File: config.mk
export PLATFORM = sky130hd
export DESIGN_NAME = dpram_rr_arbiter_flat
export DESIGN_NICKNAME = d
export VERILOG_FILES = /design/src/rtl/dpram_rr_arbiter_if.sv /design/src/rtl/dpram_rr_arbiter.sv /design/src/flat_wrapper.sv
export SDC_FILE = /design/constraint.sdc
export NUM_CORES = 1
export LEC_CHECK = 0
export ABC_AREA = 1
export CAP_MARGIN = 20
export CORE_ASPECT_RATIO = 1.75
export CORE_MARGIN = 2
export CORE_UTILIZATION = 40
export CTS_BUF_LIST = sky130_fd_sc_hd__clkbuf_8
export DETAILED_ROUTE_END_ITERATION = 16
export PLACE_DENSITY_LB_ADDON = 0.3
export SYNTH_ARGS = -nofsm -noshare
export SYNTH_HDL_FRONTEND = slang
export SYNTH_SLANG_ARGS = --single-unit
File: constraint.sdc
create_clock -name clk -period 5.4 [get_ports clk]
set_clock_uncertainty 0.05 [all_clocks]
set_input_delay 1.08 -clock clk [delete_from_list [all_inputs] [get_ports clk]]
set_output_delay 1.08 -clock clk [all_outputs]
set_load 0.01 [all_outputs]
File: src/rtl/dpram_rr_arbiter_if.sv
// Requester-side bundle of the dual-port RAM arbiter: request handshake and read response.
interface dpram_rr_arbiter_if #(
    parameter int NREQ    = 4,
    parameter int A_WIDTH = 3,
    parameter int D_WIDTH = 8
);
    logic [NREQ-1:0]               req_valid;
    logic [NREQ-1:0]               req_we;
    logic [NREQ-1:0][A_WIDTH-1:0]  req_addr;
    logic [NREQ-1:0][D_WIDTH-1:0]  req_wdata;
    logic [NREQ-1:0]               req_ready;
    logic [NREQ-1:0]               rsp_valid;
    logic [D_WIDTH-1:0]            rsp_rdata;

    modport master (
        output req_valid, req_we, req_addr, req_wdata,
        input  req_ready, rsp_valid, rsp_rdata
    );

    modport slave (
        input  req_valid, req_we, req_addr, req_wdata,
        output req_ready, rsp_valid, rsp_rdata
    );
endinterface

File: src/rtl/dpram_rr_arbiter.sv
// Round-robin arbiter sharing one dual-port RAM between NREQ requesters, with read-response routing.
// Optional statistics outputs are enabled by defining DPRAM_ARB_STATS_EN.
module dpram_rr_arbiter #(
    parameter int NREQ    = 4,
    parameter int A_WIDTH = 3,
    parameter int D_WIDTH = 8
) (
    input  logic               clk,
    input  logic               rst,
    dpram_rr_arbiter_if.slave  bus,
    output logic               ram_we_a,
    output logic [A_WIDTH-1:0] ram_add_a,
    output logic [D_WIDTH-1:0] ram_din_a,
    output logic               ram_we_b,
    output logic [A_WIDTH-1:0] ram_add_b,
    output logic [D_WIDTH-1:0] ram_din_b,
    input  logic [D_WIDTH-1:0] ram_dout_a,
    input  logic [D_WIDTH-1:0] ram_dout_b
`ifdef DPRAM_ARB_STATS_EN
    ,
    output logic [15:0]        stat_conflict,
    output logic [31:0]        stat_grants
`endif
);

    localparam int IW = (NREQ > 1) ? $clog2(NREQ) : 1;

    logic [IW-1:0]      rr_ptr;
    logic [IW-1:0]      rr_nxt;
    logic [NREQ-1:0]    elig;
    logic               read_block;
    logic               gnt_a_vld;
    logic               gnt_b_vld;
    logic [IW-1:0]      gnt_a;
    logic [IW-1:0]      gnt_b;
    logic               tag_a_vld;
    logic               tag_b_vld;
    logic [IW-1:0]      tag_a_idx;
    logic [IW-1:0]      tag_b_idx;
    logic               hold_vld;
    logic [IW-1:0]      hold_idx;
    logic [D_WIDTH-1:0] hold_data;
`ifdef DPRAM_ARB_STATS_EN
    logic               conf_evt;
`endif

    function automatic logic [IW-1:0] wrap_idx(input logic [31:0] base, input logic [31:0] off);
        logic [31:0] s;
        s = base + off;
        if (s >= 32'(NREQ))
            s = s - 32'(NREQ);
        return s[IW-1:0];
    endfunction

    // Two reads issued together occupy the response bus for two cycles, so no read
    // may be granted on either port while the port-B result is waiting for its slot.
    always_comb begin
        read_block = tag_a_vld & tag_b_vld;
        elig       = '0;
        for (int unsigned i = 0; i < NREQ; i++)
            elig[i] = bus.req_valid[i] & ~rst & (bus.req_we[i] | ~read_block);
    end

    always_comb begin
        logic [IW-1:0] idx;
        logic          hit;
`ifdef DPRAM_ARB_STATS_EN
        logic          first_seen;
        first_seen = 1'b0;
        conf_evt   = 1'b0;
`endif
        idx       = '0;
        hit       = 1'b0;
        gnt_a_vld = 1'b0;
        gnt_a     = '0;
        gnt_b_vld = 1'b0;
        gnt_b     = '0;
        for (int unsigned k = 0; k < NREQ; k++) begin
            idx = wrap_idx(32'(rr_ptr), k);
            if (!gnt_a_vld && elig[idx]) begin
                gnt_a_vld = 1'b1;
                gnt_a     = idx;
            end
        end
        if (gnt_a_vld) begin
            for (int unsigned k = 1; k < NREQ; k++) begin
                idx = wrap_idx(32'(gnt_a), k);
                if (!gnt_b_vld && elig[idx]) begin
                    hit = (bus.req_addr[idx] == bus.req_addr[gnt_a]) &&
                          (bus.req_we[idx] || bus.req_we[gnt_a]);
`ifdef DPRAM_ARB_STATS_EN
                    if (!first_seen) begin
                        first_seen = 1'b1;
                        conf_evt   = hit;
                    end
`endif
                    if (!hit) begin
                        gnt_b_vld = 1'b1;
                        gnt_b     = idx;
                    end
                end
            end
        end
    end

    always_comb begin
        rr_nxt = rr_ptr;
        if (gnt_b_vld)
            rr_nxt = wrap_idx(32'(gnt_b), 32'd1);
        else if (gnt_a_vld)
            rr_nxt = wrap_idx(32'(gnt_a), 32'd1);
    end

    always_comb begin
        bus.req_ready = '0;
        if (gnt_a_vld)
            bus.req_ready[gnt_a] = 1'b1;
        if (gnt_b_vld)
            bus.req_ready[gnt_b] = 1'b1;
        ram_we_a  = gnt_a_vld & bus.req_we[gnt_a];
        ram_add_a = gnt_a_vld ? bus.req_addr[gnt_a]  : '0;
        ram_din_a = gnt_a_vld ? bus.req_wdata[gnt_a] : '0;
        ram_we_b  = gnt_b_vld & bus.req_we[gnt_b];
        ram_add_b = gnt_b_vld ? bus.req_addr[gnt_b]  : '0;
        ram_din_b = gnt_b_vld ? bus.req_wdata[gnt_b] : '0;
    end

    always_ff @(posedge clk or posedge rst) begin
        if (rst) begin
            rr_ptr    <= '0;
            tag_a_vld <= 1'b0;
            tag_a_idx <= '0;
            tag_b_vld <= 1'b0;
            tag_b_idx <= '0;
            hold_vld  <= 1'b0;
            hold_idx  <= '0;
            hold_data <= '0;
        end else begin
            rr_ptr    <= rr_nxt;
            tag_a_vld <= gnt_a_vld & ~bus.req_we[gnt_a];
            tag_a_idx <= gnt_a;
            tag_b_vld <= gnt_b_vld & ~bus.req_we[gnt_b];
            tag_b_idx <= gnt_b;
            hold_vld  <= read_block;
            hold_idx  <= tag_b_idx;
            if (read_block)
                hold_data <= ram_dout_b;
        end
    end

    always_comb begin
        bus.rsp_valid = '0;
        bus.rsp_rdata = '0;
        if (tag_a_vld) begin
            bus.rsp_valid[tag_a_idx] = 1'b1;
            bus.rsp_rdata            = ram_dout_a;
        end else if (tag_b_vld) begin
            bus.rsp_valid[tag_b_idx] = 1'b1;
            bus.rsp_rdata            = ram_dout_b;
        end else if (hold_vld) begin
            bus.rsp_valid[hold_idx]  = 1'b1;
            bus.rsp_rdata            = hold_data;
        end
    end

`ifdef DPRAM_ARB_STATS_EN
    always_ff @(posedge clk or posedge rst) begin
        if (rst) begin
            stat_conflict <= '0;
            stat_grants   <= '0;
        end else begin
            if (conf_evt && stat_conflict != 16'hFFFF)
                stat_conflict <= stat_conflict + 16'd1;
            stat_grants <= stat_grants + 32'(gnt_a_vld) + 32'(gnt_b_vld);
        end
    end
`endif

endmodule

File: src/flat_wrapper.sv
// flat-port wrapper written by rule: the top's interface ports become plain ports
module dpram_rr_arbiter_flat 
#(
    parameter int NREQ    = 4,
    parameter int A_WIDTH = 3,
    parameter int D_WIDTH = 8
)
  (clk, rst, ram_we_a, ram_add_a, ram_din_a, ram_we_b, ram_add_b, ram_din_b, ram_dout_a, ram_dout_b, bus_req_valid, bus_req_we, bus_req_addr, bus_req_wdata, bus_req_ready, bus_rsp_valid, bus_rsp_rdata);
  dpram_rr_arbiter_if #(.NREQ(NREQ), .A_WIDTH(A_WIDTH), .D_WIDTH(D_WIDTH)) bus_i ();
  input  logic clk;
  input  logic rst;
  output logic ram_we_a;
  output logic [A_WIDTH-1:0] ram_add_a;
  output logic [D_WIDTH-1:0] ram_din_a;
  output logic ram_we_b;
  output logic [A_WIDTH-1:0] ram_add_b;
  output logic [D_WIDTH-1:0] ram_din_b;
  input  logic [D_WIDTH-1:0] ram_dout_a;
  input  logic [D_WIDTH-1:0] ram_dout_b;
  input wire logic [$bits(bus_i.req_valid)-1:0] bus_req_valid;
  input wire logic [$bits(bus_i.req_we)-1:0] bus_req_we;
  input wire logic [$bits(bus_i.req_addr)-1:0] bus_req_addr;
  input wire logic [$bits(bus_i.req_wdata)-1:0] bus_req_wdata;
  output wire logic [$bits(bus_i.req_ready)-1:0] bus_req_ready;
  output wire logic [$bits(bus_i.rsp_valid)-1:0] bus_rsp_valid;
  output wire logic [$bits(bus_i.rsp_rdata)-1:0] bus_rsp_rdata;
  assign bus_i.req_valid = bus_req_valid;
  assign bus_i.req_we = bus_req_we;
  assign bus_i.req_addr = bus_req_addr;
  assign bus_i.req_wdata = bus_req_wdata;
  assign bus_req_ready = bus_i.req_ready;
  assign bus_rsp_valid = bus_i.rsp_valid;
  assign bus_rsp_rdata = bus_i.rsp_rdata;
  dpram_rr_arbiter #(.NREQ(NREQ), .A_WIDTH(A_WIDTH), .D_WIDTH(D_WIDTH)) u_core (.clk(clk), .rst(rst), .bus(bus_i), .ram_we_a(ram_we_a), .ram_add_a(ram_add_a), .ram_din_a(ram_din_a), .ram_we_b(ram_we_b), .ram_add_b(ram_add_b), .ram_din_b(ram_din_b), .ram_dout_a(ram_dout_a), .ram_dout_b(ram_dout_b));
endmodule
==> results of run 1 <==
[per-stage QoR]
step / area [sq um] / instances / setup WS [ps] / setup TNS (ps) / util
global route: 5430 / 842 / -62.8 / -279 / 0.717
detailed placement: 4660 / 807 / -670 / -10120 / 0.616
CTS: 5010 / 833 / 28.1 / 0 / 0.662
global placement: 4660 / 807 / -612 / -9320 / 0.616
finish: 5430 / 842 / 62.5 / 0 / 0.717
floorplan: 3150 / 574 / 7.71 / 0 / -
[sequential cells by signal, summed over array words and instances (netlist names)]
name / cells
u_core.hold_data: 8
u_core.hold_idx: 2
u_core.rr_ptr: 2
u_core.tag_a_idx: 2
u_core.tag_b_idx: 2
u_core.hold_vld: 1
u_core.tag_a_vld: 1
u_core.tag_b_vld: 1
[cell usage after synthesis, types with 6 or more instances]
master | count | share of area
nand2_1 | 206 | 0.25
nand3_1 | 111 | 0.18
nor2_1 | 51 | 0.062
inv_1 | 41 | 0.050
o21ai_0 | 26 | 0.042
a21oi_1 | 20 | 0.032
dfrtp_1 | 19 | 0.15
buf_2 | 10 | 0.016
a221oi_1 | 8 | 0.023
clkbuf_1 | 8 | 0.0097
a22oi_1 | 7 | 0.017
nand2_2 | 7 | 0.014
ha_1 | 6 | 0.024
[final cells by class]
type | count | share of cell area
clock buffers | 3 | 0.00761
clock inverters | 1 | 0.000923
repair buffers | 202 | 0.328
flip-flops and latches | 19 | 0.0879
well taps | 88 | 0.0203
multi-input cells | 478 | 0.515
repair inverters | 1 | 0.00161
inverters | 50 | 0.0387
[timing repair]
item | CTS | global route
setup endpoints to repair | 16 | 16
gates resized for setup | 128 | 115
pin swaps | 37 | 56
buffers inserted | 19 | 9
cloned | 3 | 1
[path summary, 6_finish.rpt]
path,cells after the start,start,end,slack (ps)
min in group asynchronous,2,rst,u_core.hold_data[4],900
min,0,u_core.tag_b_idx[0],u_core.hold_idx[0],390
max in group asynchronous,2,rst,u_core.rr_ptr[0],3900
min reg2reg,0,u_core.tag_b_idx[0],u_core.hold_idx[0],390
max,26,rst,ram_we_b,60
max reg2reg,22,u_core.rr_ptr[0],u_core.rr_ptr[1],1550
[cell families after synthesis]
| group | synth area share |
|---|---|
| AND/OR/NAND/NOR | 0.547 |
| XOR/XNOR | 0.0109 |
| AO/OA/AOI/OAI | 0.150 |
| adder cells (fa/ha/maj) | 0.0242 |
| buffers and inverters | 0.115 |
| flip-flops | 0.153 |
[routing by layer]
| layer | GRT usage | vias up |
|---|---|---|
| li1 | - | 2260 |
| met1 | 0.307 | 2192 |
| met2 | 0.574 | 266 |
| met3 | 0.0233 | 82 |
| met4 | 0.175 | 0 |
| met5 | 0 | - |
==> summary.md, run 1 <==
| Metric | Value |
|---|---|
| Status | finished, final reports clean |
| FF/Latch Area | 477 sq um |
| Slew Limit Fails | 0 |
| Worst stage delay on the critical path | 380 ps |
| Sink Count | 19 |
| Initial DRC count | 392 |
| Yosys warnings | 0 |
| Final hold violations | 0 |
| CTS tree | yes |
| Core ar. | 0.00757 sq mm |
| Cells after synthesis | 574 |
| Area of the die | 0.00851 sq mm |
| Vias in the first global route | 4,612 |
| Most frequent cells in the layout | nand2_1, clkdlybuf4s50_1, nand3_1 |
| I/O pins | 110 |
| Total gr overflow | 0 |
| Share of cells above drive strength 1 | 0.316 |
| Detailed Place HPWL | 9710 um |
| Met3 WL post-DR | 755 um |
| Critical Path End Type | output port |
| Residual DRC | 0 |
| Number of synthesized flops with an enable pin | 0 |
| Mean area per synthesized cell | 5.41 sq um |
| Buf/Inv on CP | 5 |
| Mapped Area | 0.00310 sq mm |
| Die width | 70.6 um |
| Max Used Layer | met4 |
| Leading cell type in the layout, fill and taps excluded | nand2_1 |
| #FFs+latches synth | 19 |
| Syn_nets | 650 |
| Vias per inst | 5.70 |
| Final period utilization | 0.988 |
| # port buffers | 109 |
| Final net count | 831 |
| DRT met1 WL | 4830 um |
| Post-layout minimum cycle time | 5340 ps |
| Clock-pin slew on the worst setup and hold paths | 70 ps |
| Clk Latency, worst-skew pair | 270 ps |
| CP Class | input pin to output port |
| CP max FO | 6 |
| Wire per inst | 16.5 um |
| Tot GR Track Use | 0.299 |
| CTS Buffer Depth | 2 |
| Fmax | 187 MHz |
| RePlAce Congestion | 0.925 |
| Worst slew pin tran | 714 ps |
| First-pass GRT wire length | 20,800 um |
| DR pass1 iterations | 5 |
| Height of the chip | 121 um |
| Area added between synthesis and finish | 74.8% |
| Initial antenna violation count | 0 |
| CP Launch Type | input pin |
| Post-synthesis cell type count | 37 |
| Root buf cell | clkbuf_8 |
| Hold Worst Slack | 390 ps |
| Crit-path slowest cell | ha_4 |
| Final setup fails | 0 |
| Synth Flop Type | dfrtp_1 |
| Initial Utilization | 0.410 |
| Multi-input gate area | 0.00280 sq mm |
| CP arrival | 4210 ps |
| Total CTS buffers | 3 |
| Largest net degree at the start of global routing | 29 |
| CP delay by family, top | simple AND/OR/NAND/NOR gates |
| Hold crit path type | register to register |
| WL final | 13,900 um |
| Max cap viols | 0 |
| Ys async rst share | 1.00 |
| Worst EP required | 4270 ps |
| Slew Limit Headroom | 0.524 |
| Row cnt | 42 |
| Met2 wire length | 7360 um |
| # fillers | 612 |
| Antenna cell count | 0 |
| Register area share after synthesis | 0.153 |
| Via count | 4,800 |
| Depth of the CTS H-tree | 1 |
| CTS Hold Bufs | 0 |
| Antenna-violating nets left | 0 |
Power of run 1 is left out: the tool's default activity adds up to more than one toggle a clock period on the data nets, which glitch-free logic cannot reach.
==> run 2: changes to the inputs <==
Settings changed: CORE_UTILIZATION 40 to 43.
==> summary.md, run 2 (same netlist as run 1, synthesis figures left out) <==
| Metric | Value |
|---|---|
| Status | finished with violations (was finished, final reports clean) |
| Failing checks | setup timing |
| Detailed Place HPWL | 9170 um (was 9710 um) |
| Hold Path End | u_core.hold_idx[0] (unchanged) |
| Area added between synthesis and finish | 76.1% (was 74.8%) |
| Top reg by flops | u_core.hold_data (unchanged) |
| Worst r2r src | u_core.tag_a_vld (was u_core.rr_ptr[0]) |
| Final Non-Filler Cells | 829 (was 842) |
| Residual DRC | 0 (unchanged) |
| Worst slew pin tran | 680 ps (was 714 ps) |
| WL final | 14,100 um (was 13,900 um) |
| Largest net degree at the start of global routing | 31 (was 29) |
| Total CTS buffers | 3 (unchanged) |
| Total gr overflow | 0 (unchanged) |
| CP delay by family, top | simple AND/OR/NAND/NOR gates (unchanged) |
| Die width | 68.2 um (was 70.6 um) |
| Sink Count | 19 (unchanged) |
| Clk Latency, worst-skew pair | 260 ps (was 270 ps) |
| Clock-pin slew on the worst setup and hold paths | 70 ps (about the same) |
| Wire per inst | 17.0 um (was 16.5 um) |
| CP max FO | 8 (was 6) |
| RePlAce Congestion | 0.943 (was 0.925) |
| FF/Latch Area | 477 sq um (unchanged) |
| Hold crit path type | register to register (unchanged) |
| Vias per inst | 5.92 (was 5.70) |
| Vias in the first global route | 4,644 (was 4,612) |
| Final setup fails | 3 (was 0) |
| # fillers | 524 (was 612) |
| Initial antenna violation count | 0 (unchanged) |
| Most used cell, CP | nand3_4 |
| Core Util, Final | 0.772 (was 0.717) |
| RSZ-0062 raised after global routing | true |
| Depth of the CTS H-tree | 1 (unchanged) |
| DR pass1 iterations | 8 (was 5) |
| CTS tree | yes (unchanged) |
| Buf/Inv on CP | 7 (was 5) |
| Root buf cell | clkbuf_8 (unchanged) |
| Flop2flop setup slack | 1490 ps (was 1550 ps) |
| Most frequent cells in the layout | nand2_1, clkdlybuf4s50_1, nand3_1 (unchanged) |
| Worst flop-to-flop path endpoint | u_core.rr_ptr[1] (unchanged) |
| CP Launch Type | input pin (unchanged) |
| Fmax | 183 MHz (was 187 MHz) |
| Row cnt | 41 (was 42) |
| Leading cell type in the layout, fill and taps excluded | nand2_1 (unchanged) |
| Final hold violations | 0 (unchanged) |
| Design Area, Final | 0.00547 sq mm (was 0.00543 sq mm) |
| CP Class | input pin to output port (unchanged) |
| Final period utilization | 1.01 (was 0.988) |
| CTS Hold Bufs | 0 (unchanged) |
| Setup total negative slack | -59.4 ps (was 0 ps) |
| Setup ws final | -50.1 ps (was 62.5 ps) |
| Slew Limit Fails | 0 (unchanged) |
| First-pass GRT wire length | 20,400 um (was 20,800 um) |
| Critical Path End Type | output port (unchanged) |
| Core ar. | 0.00708 sq mm (was 0.00757 sq mm) |
| Tot GR Track Use | 0.330 (was 0.299) |
| Reg2reg path depth | 23 (was 22) |
| Hold Path Depth | 0 (unchanged) |
| Share of cells above drive strength 1 | 0.311 (was 0.316) |
| Antenna cell count | 0 (unchanged) |
| Antenna-violating nets left | 0 (unchanged) |
| Post-layout minimum cycle time | 5450 ps (was 5340 ps) |
| Area after DPL | 0.00466 sq mm (about the same) |
| HP Start | u_core.tag_b_idx[0] (unchanged) |
| Worst stage delay on the critical path | 330 ps (was 380 ps) |
| CTS Buffer Depth | 2 (unchanged) |
| Final net count | 820 (was 831) |
| Worst EP required | 4270 ps (about the same) |
| # port buffers | 109 (unchanged) |
| Slew Limit Headroom | 0.546 (was 0.524) |
| Multi-input gate area | 0.00284 sq mm (was 0.00280 sq mm) |
| Via count | 4,909 (was 4,800) |
| Initial Utilization | 0.438 (was 0.410) |
| Initial DRC count | 511 (was 392) |
| Crit-path slowest cell | ha_4 (unchanged) |
| CP arrival | 4320 ps (was 4210 ps) |
| Max cap viols | 0 (unchanged) |
| Largest register FFs | 8 (unchanged) |
| I/O pins | 110 (unchanged) |
| Placed cell count | 800 (was 807) |
| Area of the die | 0.00794 sq mm (was 0.00851 sq mm) |
| Height of the chip | 116 um (was 121 um) |
## run 2: per-stage QoR
stage	hold slack (ps)	setup slack [ps]
floorplan	346	7.71
global placement	366	-538
detailed placement	380	-670
CTS	395	-0.678
global route	409	-140
finish	396	-50.1
## run 2: worst reg2reg max path: stages, from the launching register on
cell,delay [ps]
dfrtp_1,660
nand3_4,200
nand3_4,160
nand2_4,90
buf_6,130
nor2_4,110
nand3_4,110
nand3_4,100
nand2_4,80
ha_4,330
buf_12,150
clkinv_8,70
nand3_1,80
nand2_1,90
nor2_1,120
nor2_1,80
a21oi_2,180
nand3_2,150
nand2_4,140
nand2_8,90
clkinv_8,100
ha_2,270
a21oi_1,180
a21oi_1,70
## run 2: what timing repair did
action / CTS / global route
resized for setup: 164 / 91
cloned: 3 / 0
pin swaps: 52 / 58
buffers inserted: 15 / 10
setup endpoints to repair: 16 / 16
## run 2: metal layers
layer | routed length, um | vias up | track usage | share of wire
met1 | 4710 | 2273 | 0.318 | 0.33
met3 | 985 | 88 | 0.0549 | 0.070
met2 | 7430 | 309 | 0.617 | 0.53
li1 | - | 2239 | - | -
met5 | 0 | - | 0 | 0
met4 | 957 | 0 | 0.208 | 0.068
## run 2: how the worst max path moves through the flow
stage | startpoint | endpoint | depth (start not counted)
2_1_floorplan | bus_req_valid[3] | bus_req_ready[3] | 28
3_3_place_gp | bus_req_we[2] | bus_req_ready[2] | 26
3_5_place_dp | bus_req_we[2] | bus_req_ready[0] | 23
4_1_cts | rst | ram_din_b[7] | 29
5_1_grt | bus_req_we[0] | bus_req_ready[0] | 26
6_report | bus_req_we[0] | bus_req_ready[0] | 26
## run 2: layout make-up
cell class                 count  share of cell area
multi-input combinational    477               0.519
timing repair buffer         192               0.322
sequential                    19              0.0872
inverter                      50              0.0403
tap                           86              0.0197
clock buffer                   3             0.00755
timing repair inverter         1             0.00298
clock inverter                 1            0.000916
Power of run 2 is left out for the same reason.
